--- src/rtl/smalldiv_pkg.sv ---
// Shared sizing helpers and LUT content functions for the small constant divider.
package smalldiv_pkg;

  function automatic int unsigned calc_rw(input int unsigned divider);
    return $clog2(divider);
  endfunction

  function automatic int unsigned calc_cw(input int unsigned lut_width,
                                          input int unsigned divider);
    return lut_width - calc_rw(divider);
  endfunction

  function automatic int unsigned calc_ns(input int unsigned width,
                                          input int unsigned cw);
    return (width + cw - 1) / cw;
  endfunction

  function automatic int unsigned lut_q(input int unsigned value,
                                        input int unsigned divider);
    return value / divider;
  endfunction

  function automatic int unsigned lut_r(input int unsigned value,
                                        input int unsigned divider);
    return value % divider;
  endfunction

endpackage

--- src/rtl/smalldiv_stage.sv ---
// One long-division step: {rem_in, chunk} looked up in constant quotient/remainder tables.
module smalldiv_stage
  import smalldiv_pkg::*;
#(
  parameter int unsigned DIVIDER_VALUE = 5,
  parameter int unsigned RW            = 3,
  parameter int unsigned CW            = 3
) (
  input  logic [RW-1:0] rem_in,
  input  logic [CW-1:0] chunk,
  output logic [CW-1:0] qchunk,
  output logic [RW-1:0] rem_out
);

  localparam int unsigned AW    = RW + CW;
  localparam int unsigned DEPTH = 2 ** AW;

  logic [CW-1:0] q_rom [DEPTH];
  logic [RW-1:0] r_rom [DEPTH];
  logic [AW-1:0] addr;

  // Entries with rem_in >= DIVIDER_VALUE are unreachable; their truncation is harmless.
  for (genvar a = 0; a < DEPTH; a++) begin : g_rom
    assign q_rom[a] = CW'(lut_q(a, DIVIDER_VALUE));
    assign r_rom[a] = RW'(lut_r(a, DIVIDER_VALUE));
  end

  assign addr    = {rem_in, chunk};
  assign qchunk  = q_rom[addr];
  assign rem_out = r_rom[addr];

endmodule

--- src/rtl/smalldiv.sv ---
// Unsigned divide by a constant via chunked MSB-first LUT long division, optional in/out registers.
// Optional valid_in/valid_out tracking enabled by defining SMALLDIV_VALID_EN.
module smalldiv
  import smalldiv_pkg::*;
#(
  parameter int unsigned DIVIDER_VALUE         = 5,
  parameter int unsigned DIVIDEND_WIDTH        = 18,
  parameter int unsigned THEORETICAL_LUT_WIDTH = 6,
  parameter int unsigned REGISTER_IN           = 1,
  parameter int unsigned REGISTER_OUT          = 1,
  localparam int unsigned RW = calc_rw(DIVIDER_VALUE)
) (
  input  logic                      clock,
  input  logic                      reset,
  input  logic                      enable,
`ifdef SMALLDIV_VALID_EN
  input  logic                      valid_in,
  output logic                      valid_out,
`endif
  input  logic [DIVIDEND_WIDTH-1:0] dividend,
  output logic [DIVIDEND_WIDTH-1:0] quotient,
  output logic [RW-1:0]             remainder
);

  localparam int unsigned CW = calc_cw(THEORETICAL_LUT_WIDTH, DIVIDER_VALUE);
  localparam int unsigned NS = calc_ns(DIVIDEND_WIDTH, CW);
  localparam int unsigned PW = NS * CW;

  logic [DIVIDEND_WIDTH-1:0] core_in;
  logic [DIVIDEND_WIDTH-1:0] core_q;
  logic [RW-1:0]             core_r;
`ifdef SMALLDIV_VALID_EN
  logic                      core_v;
`endif

  // Input register stage
  if (REGISTER_IN != 0) begin : g_in_reg
    logic [DIVIDEND_WIDTH-1:0] dividend_d, dividend_q;
`ifdef SMALLDIV_VALID_EN
    logic valid_d, valid_q;
`endif
    always_comb begin
      dividend_d = dividend_q;
`ifdef SMALLDIV_VALID_EN
      valid_d    = valid_q;
`endif
      if (enable) begin
        dividend_d = dividend;
`ifdef SMALLDIV_VALID_EN
        valid_d    = valid_in;
`endif
      end
    end
    always_ff @(posedge clock or posedge reset) begin
      if (reset) begin
        dividend_q <= '0;
`ifdef SMALLDIV_VALID_EN
        valid_q    <= 1'b0;
`endif
      end else begin
        dividend_q <= dividend_d;
`ifdef SMALLDIV_VALID_EN
        valid_q    <= valid_d;
`endif
      end
    end
    assign core_in = dividend_q;
`ifdef SMALLDIV_VALID_EN
    assign core_v  = valid_q;
`endif
  end else begin : g_in_wire
    assign core_in = dividend;
`ifdef SMALLDIV_VALID_EN
    assign core_v  = valid_in;
`endif
  end

  // Combinational division chain, most significant chunk first
  logic [PW-1:0] padded;
  logic [PW-1:0] q_full;
  logic [RW-1:0] rem_chain [NS+1];

  assign padded       = PW'(core_in);
  assign rem_chain[0] = '0;

  for (genvar k = 0; k < NS; k++) begin : g_stage
    smalldiv_stage #(
      .DIVIDER_VALUE (DIVIDER_VALUE),
      .RW            (RW),
      .CW            (CW)
    ) u_stage (
      .rem_in  (rem_chain[k]),
      .chunk   (padded[(NS-1-k)*CW +: CW]),
      .qchunk  (q_full[(NS-1-k)*CW +: CW]),
      .rem_out (rem_chain[k+1])
    );
  end

  assign core_q = q_full[DIVIDEND_WIDTH-1:0];
  assign core_r = rem_chain[NS];

  // Quotient bits above the dividend width are always zero
  if (PW > DIVIDEND_WIDTH) begin : g_qpad
    logic unused_qpad;
    assign unused_qpad = ^q_full[PW-1:DIVIDEND_WIDTH];
  end

  // Output register stage
  if (REGISTER_OUT != 0) begin : g_out_reg
    logic [DIVIDEND_WIDTH-1:0] quotient_d, quotient_q;
    logic [RW-1:0]             remainder_d, remainder_q;
`ifdef SMALLDIV_VALID_EN
    logic valid_d, valid_q;
`endif
    always_comb begin
      quotient_d  = quotient_q;
      remainder_d = remainder_q;
`ifdef SMALLDIV_VALID_EN
      valid_d     = valid_q;
`endif
      if (enable) begin
        quotient_d  = core_q;
        remainder_d = core_r;
`ifdef SMALLDIV_VALID_EN
        valid_d     = core_v;
`endif
      end
    end
    always_ff @(posedge clock or posedge reset) begin
      if (reset) begin
        quotient_q  <= '0;
        remainder_q <= '0;
`ifdef SMALLDIV_VALID_EN
        valid_q     <= 1'b0;
`endif
      end else begin
        quotient_q  <= quotient_d;
        remainder_q <= remainder_d;
`ifdef SMALLDIV_VALID_EN
        valid_q     <= valid_d;
`endif
      end
    end
    assign quotient  = quotient_q;
    assign remainder = remainder_q;
`ifdef SMALLDIV_VALID_EN
    assign valid_out = valid_q;
`endif
  end else begin : g_out_wire
    assign quotient  = core_q;
    assign remainder = core_r;
`ifdef SMALLDIV_VALID_EN
    assign valid_out = core_v;
`endif
  end

  // Purely combinational build leaves the clocking inputs idle
  if (REGISTER_IN == 0 && REGISTER_OUT == 0) begin : g_no_reg
    logic unused_ctrl;
    assign unused_ctrl = ^{clock, reset, enable};
  end

endmodule

--- config.mk ---
export PLATFORM = sky130hd
export DESIGN_NAME = smalldiv
export DESIGN_NICKNAME = d
export VERILOG_FILES = /design/src/rtl/smalldiv_pkg.sv /design/src/rtl/smalldiv_stage.sv /design/src/rtl/smalldiv.sv
export SDC_FILE = /design/constraint.sdc
export NUM_CORES = 1
export LEC_CHECK = 0
export CORE_ASPECT_RATIO = 0.9
export CORE_UTILIZATION = 50
export DETAILED_ROUTE_END_ITERATION = 16
export PLACE_DENSITY = 0.75
export SLEW_MARGIN = 20
export SYNTH_ARGS = -nofsm -noshare
export SYNTH_HDL_FRONTEND = slang
export SYNTH_SLANG_ARGS = --single-unit
--- constraint.sdc ---
create_clock -name clock -period 4.9 [get_ports clock]
set_clock_uncertainty 0.05 [all_clocks]
set_input_delay 0.98 -clock clock [delete_from_list [all_inputs] [get_ports clock]]
set_output_delay 0.98 -clock clock [all_outputs]
set_load 0.02 [all_outputs]
==> flow_summary.toml <==
[outcome]
violations = "setup timing"
run_status = "complete, but fails checks"

[worst_setup_path]
crit_path_start = "core_in[13]"
cp.arrival_ns = 5.33
end_kind = "flop"
cp.required_ns = 5.04
cp-start-kind = "flop"
cp_max_fo = 12
crit_type = "flop to flop"
rr_startpoint = "core_in[13]"

[place]
pre_cts_ws_ns = -0.279
place_hpwl_mm = 11.3
place_congestion = 1.00
portBuffers = 39

[pwr]
power.density_mw_per_mm2 = 631
p_sw_mw = 1.91
p_seq_share_pct = 11.1
netSwitchingFraction_pct = 46.7
peakVddDrop_mv = 0.357
clkPwrFrac_pct = 5.8
comb_power_share_pct = 83.1
p_leak_nw = 2.77
p_int_mw = 2.18

[synthesis]
synth_cells = 642
synth_top_area_cell = "dfrtp_1"
yosys.area.top_type_share_pct = 19.3
synth-seq-area-share_pct = 19.3
synth_area_leaders = "dfrtp_1 (19%), ha_1 (6.2%), o21ai_0 (5.9%), nand2_1 (5.8%), mux2i_1 (5.0%)"
synth_edf_count = 0
yosys_warnings = 0
post_synth.cell_area_avg_sq_um = 7.49
yosysMostFrequentCell = "nand2_1"
synth_common_cells = "nand2_1 (74), o21ai_0 (57), nor2_1 (56)"
syn_area_sq_mm = 0.00481
async_reset_ff_share_pct = 100
ys_ff_latch = 37
synth.distinct_cells = 84
ys.flop_type = "dfrtp_1"

[final_layout]
antennaDiodeCount = 0
drive_gt1_share_pct = 26.2
syn2layout_area_growth_pct = 34.6
final_nets = 812

[global_route]
gr-usage-all-layers_pct = 31.6
grt.overflow.total = 0
grt_pass1_vias = 5245
grt_start_max_net_pins = 38
grt_pass1_wl_mm = 25.5
antenna_found_initial = 0

[drt]
dr.pass1.iters = 5
route.detailed.drc = 0
drt-wirelength-per-cell_microns = 17.5
wl_mm = 15.6
ant_nets = 0
drt_iter0_drc = 439
vias = 5554
routed_via_density = 6.25

[cts]
clock_sinks = 37
cts_tree = "yes"
cts_buffers = 5
clock_latency_ns = 0.30
clockBufferDepth = 2
clk_pin_slew_worst_paths_ns = 0.08
htree_num_levels = 2
cts_root_buffer = "clkbuf_8"

[sta]
maxSlewViolCount = 0
hold_viol_final = 0
rsz0062_at_grt = "yes"
worstMarginPinSlew_ns = 0.825
fmax_ghz = 0.193
fin_crit_ns = 5.19
maxSlewHeadroom_pct = 45.0
setup_viol = 6
setup_tns_ns = -1.30
min_period_over_period_pct = 106
setup_ws_ns = -0.294

[hold_path]
hp-start = "quotient[1]"
hp-class = "flop to flop"

[floorplanning]
num_rows = 33
io_pins = 42
die_w_microns = 105
start_util_pct = 52.2
die-area_sq_mm = 0.0100
design.core.area_sq_mm = 0.00921
die_y_microns = 95.0

[flow_run]
max-cap-violations = 0
## stage by stage
step | cells | total power, mW | utilization [%] | area [sq um] | hold slack (ns)
5_1_grt | 889 | 4.37 | 70.3 | 6470 | 0.469
6_report | 889 | 4.08 | 70.3 | 6470 | 0.440
2_1_floorplan | 643 | 2.45 | - | 4930 | 0.542
3_5_place_dp | 872 | 3.57 | 66.0 | 6070 | 0.418
3_3_place_gp | 872 | 3.48 | 66.0 | 6070 | 0.415
4_1_cts | 883 | 3.87 | 68.0 | 6260 | 0.439
## worst max-delay path: stages, from the launching register on
cell	delay (ns)
dfrtp_1	0.40
inv_2	0.10
ha_4	0.17
a21boi_1	0.12
a311o_1	0.39
a32o_2	0.29
a221oi_4	0.36
a2111o_1	0.19
and3_4	0.21
mux2_4	0.30
mux4_2	0.54
nor3b_1	0.45
a311oi_2	0.08
mux2i_1	0.26
mux2_2	0.37
buf_4	0.17
nor3_1	0.04
mux2i_1	0.20
a41oi_1	0.14
a221o_1	0.27
## layout make-up
class                      count  area (sq um)
clock buffer                   7          86.3
multi-input combinational    519          3790
fill                         732          2740
tap                          122           153
inverter                      40           153
timing repair buffer         164          1360
sequential                    37           930
## state kept, by name, indices dropped and copies added (netlist names)
| signal | cells |
|---|---|
| core_in | 18 |
| quotient | 16 |
| remainder | 3 |
## cells by family after synthesis
logic type / count (synthesis) / share of synthesized area [%]
AO/OA/AOI/OAI: 225 / 33.1
AND/OR/NAND/NOR: 220 / 22.2
buffers and inverters: 87 / 8.07
multiplexers: 38 / 9.06
flip-flops: 37 / 19.3
adder cells (fa/ha/maj): 26 / 6.66
XOR/XNOR: 8 / 1.61
other: 1 / 0.0780
## cells in the final DEF, fill, tap and decap left out, types with 12 or more instances in the layout
cell type and instances:
a21oi_1 40, o21ai_0 57, ha_1 21, mux2i_1 23, clkdlybuf4s50_1 38, o211ai_1 17, dfrtp_1 34, nand2_1 74
inv_1 35, nand2b_1 12, buf_4 118, nor2_1 52, nand3_1 15
## path summary, 6_finish.rpt
check                               end  slack [ns]  cells past startpoint
setup / recovery           remainder[2]       -0.29                     19
hold / removal              quotient[1]        0.44                      2
setup reg to reg           remainder[2]       -0.29                     19
hold reg to reg             quotient[1]        0.44                      2
max in group asynchronous   core_in[15]        3.35                      3
min in group asynchronous   quotient[3]        1.06                      3
## metal layers
layer	vias up	GRT usage [%]	wire length (microns)
met5	-	0	0
met4	0	10.7	425
met3	39	4.85	1180
met2	272	50.8	6910
met1	2600	43.4	7080
li1	2643	-	-
## repair_timing
item,in CTS,in global routing
hold buffers,0,0
buffers inserted,4,6
pin swaps,10,11
gates resized for setup,16,30
endpoints found under the setup margin,6,7
hold endpoints to repair,0,0
## power by group through the flow
stage | clock network (mW) | logic, mW | registers, mW
2_1_floorplan | 0 | 1.94 | 0.513
3_3_place_gp | 0 | 3.02 | 0.457
3_5_place_dp | 0 | 3.11 | 0.462
4_1_cts | 0.240 | 3.18 | 0.456
5_1_grt | 0.249 | 3.65 | 0.469
6_report | 0.236 | 3.39 | 0.455
Note: power is estimated with default switching activity, not from simulation.
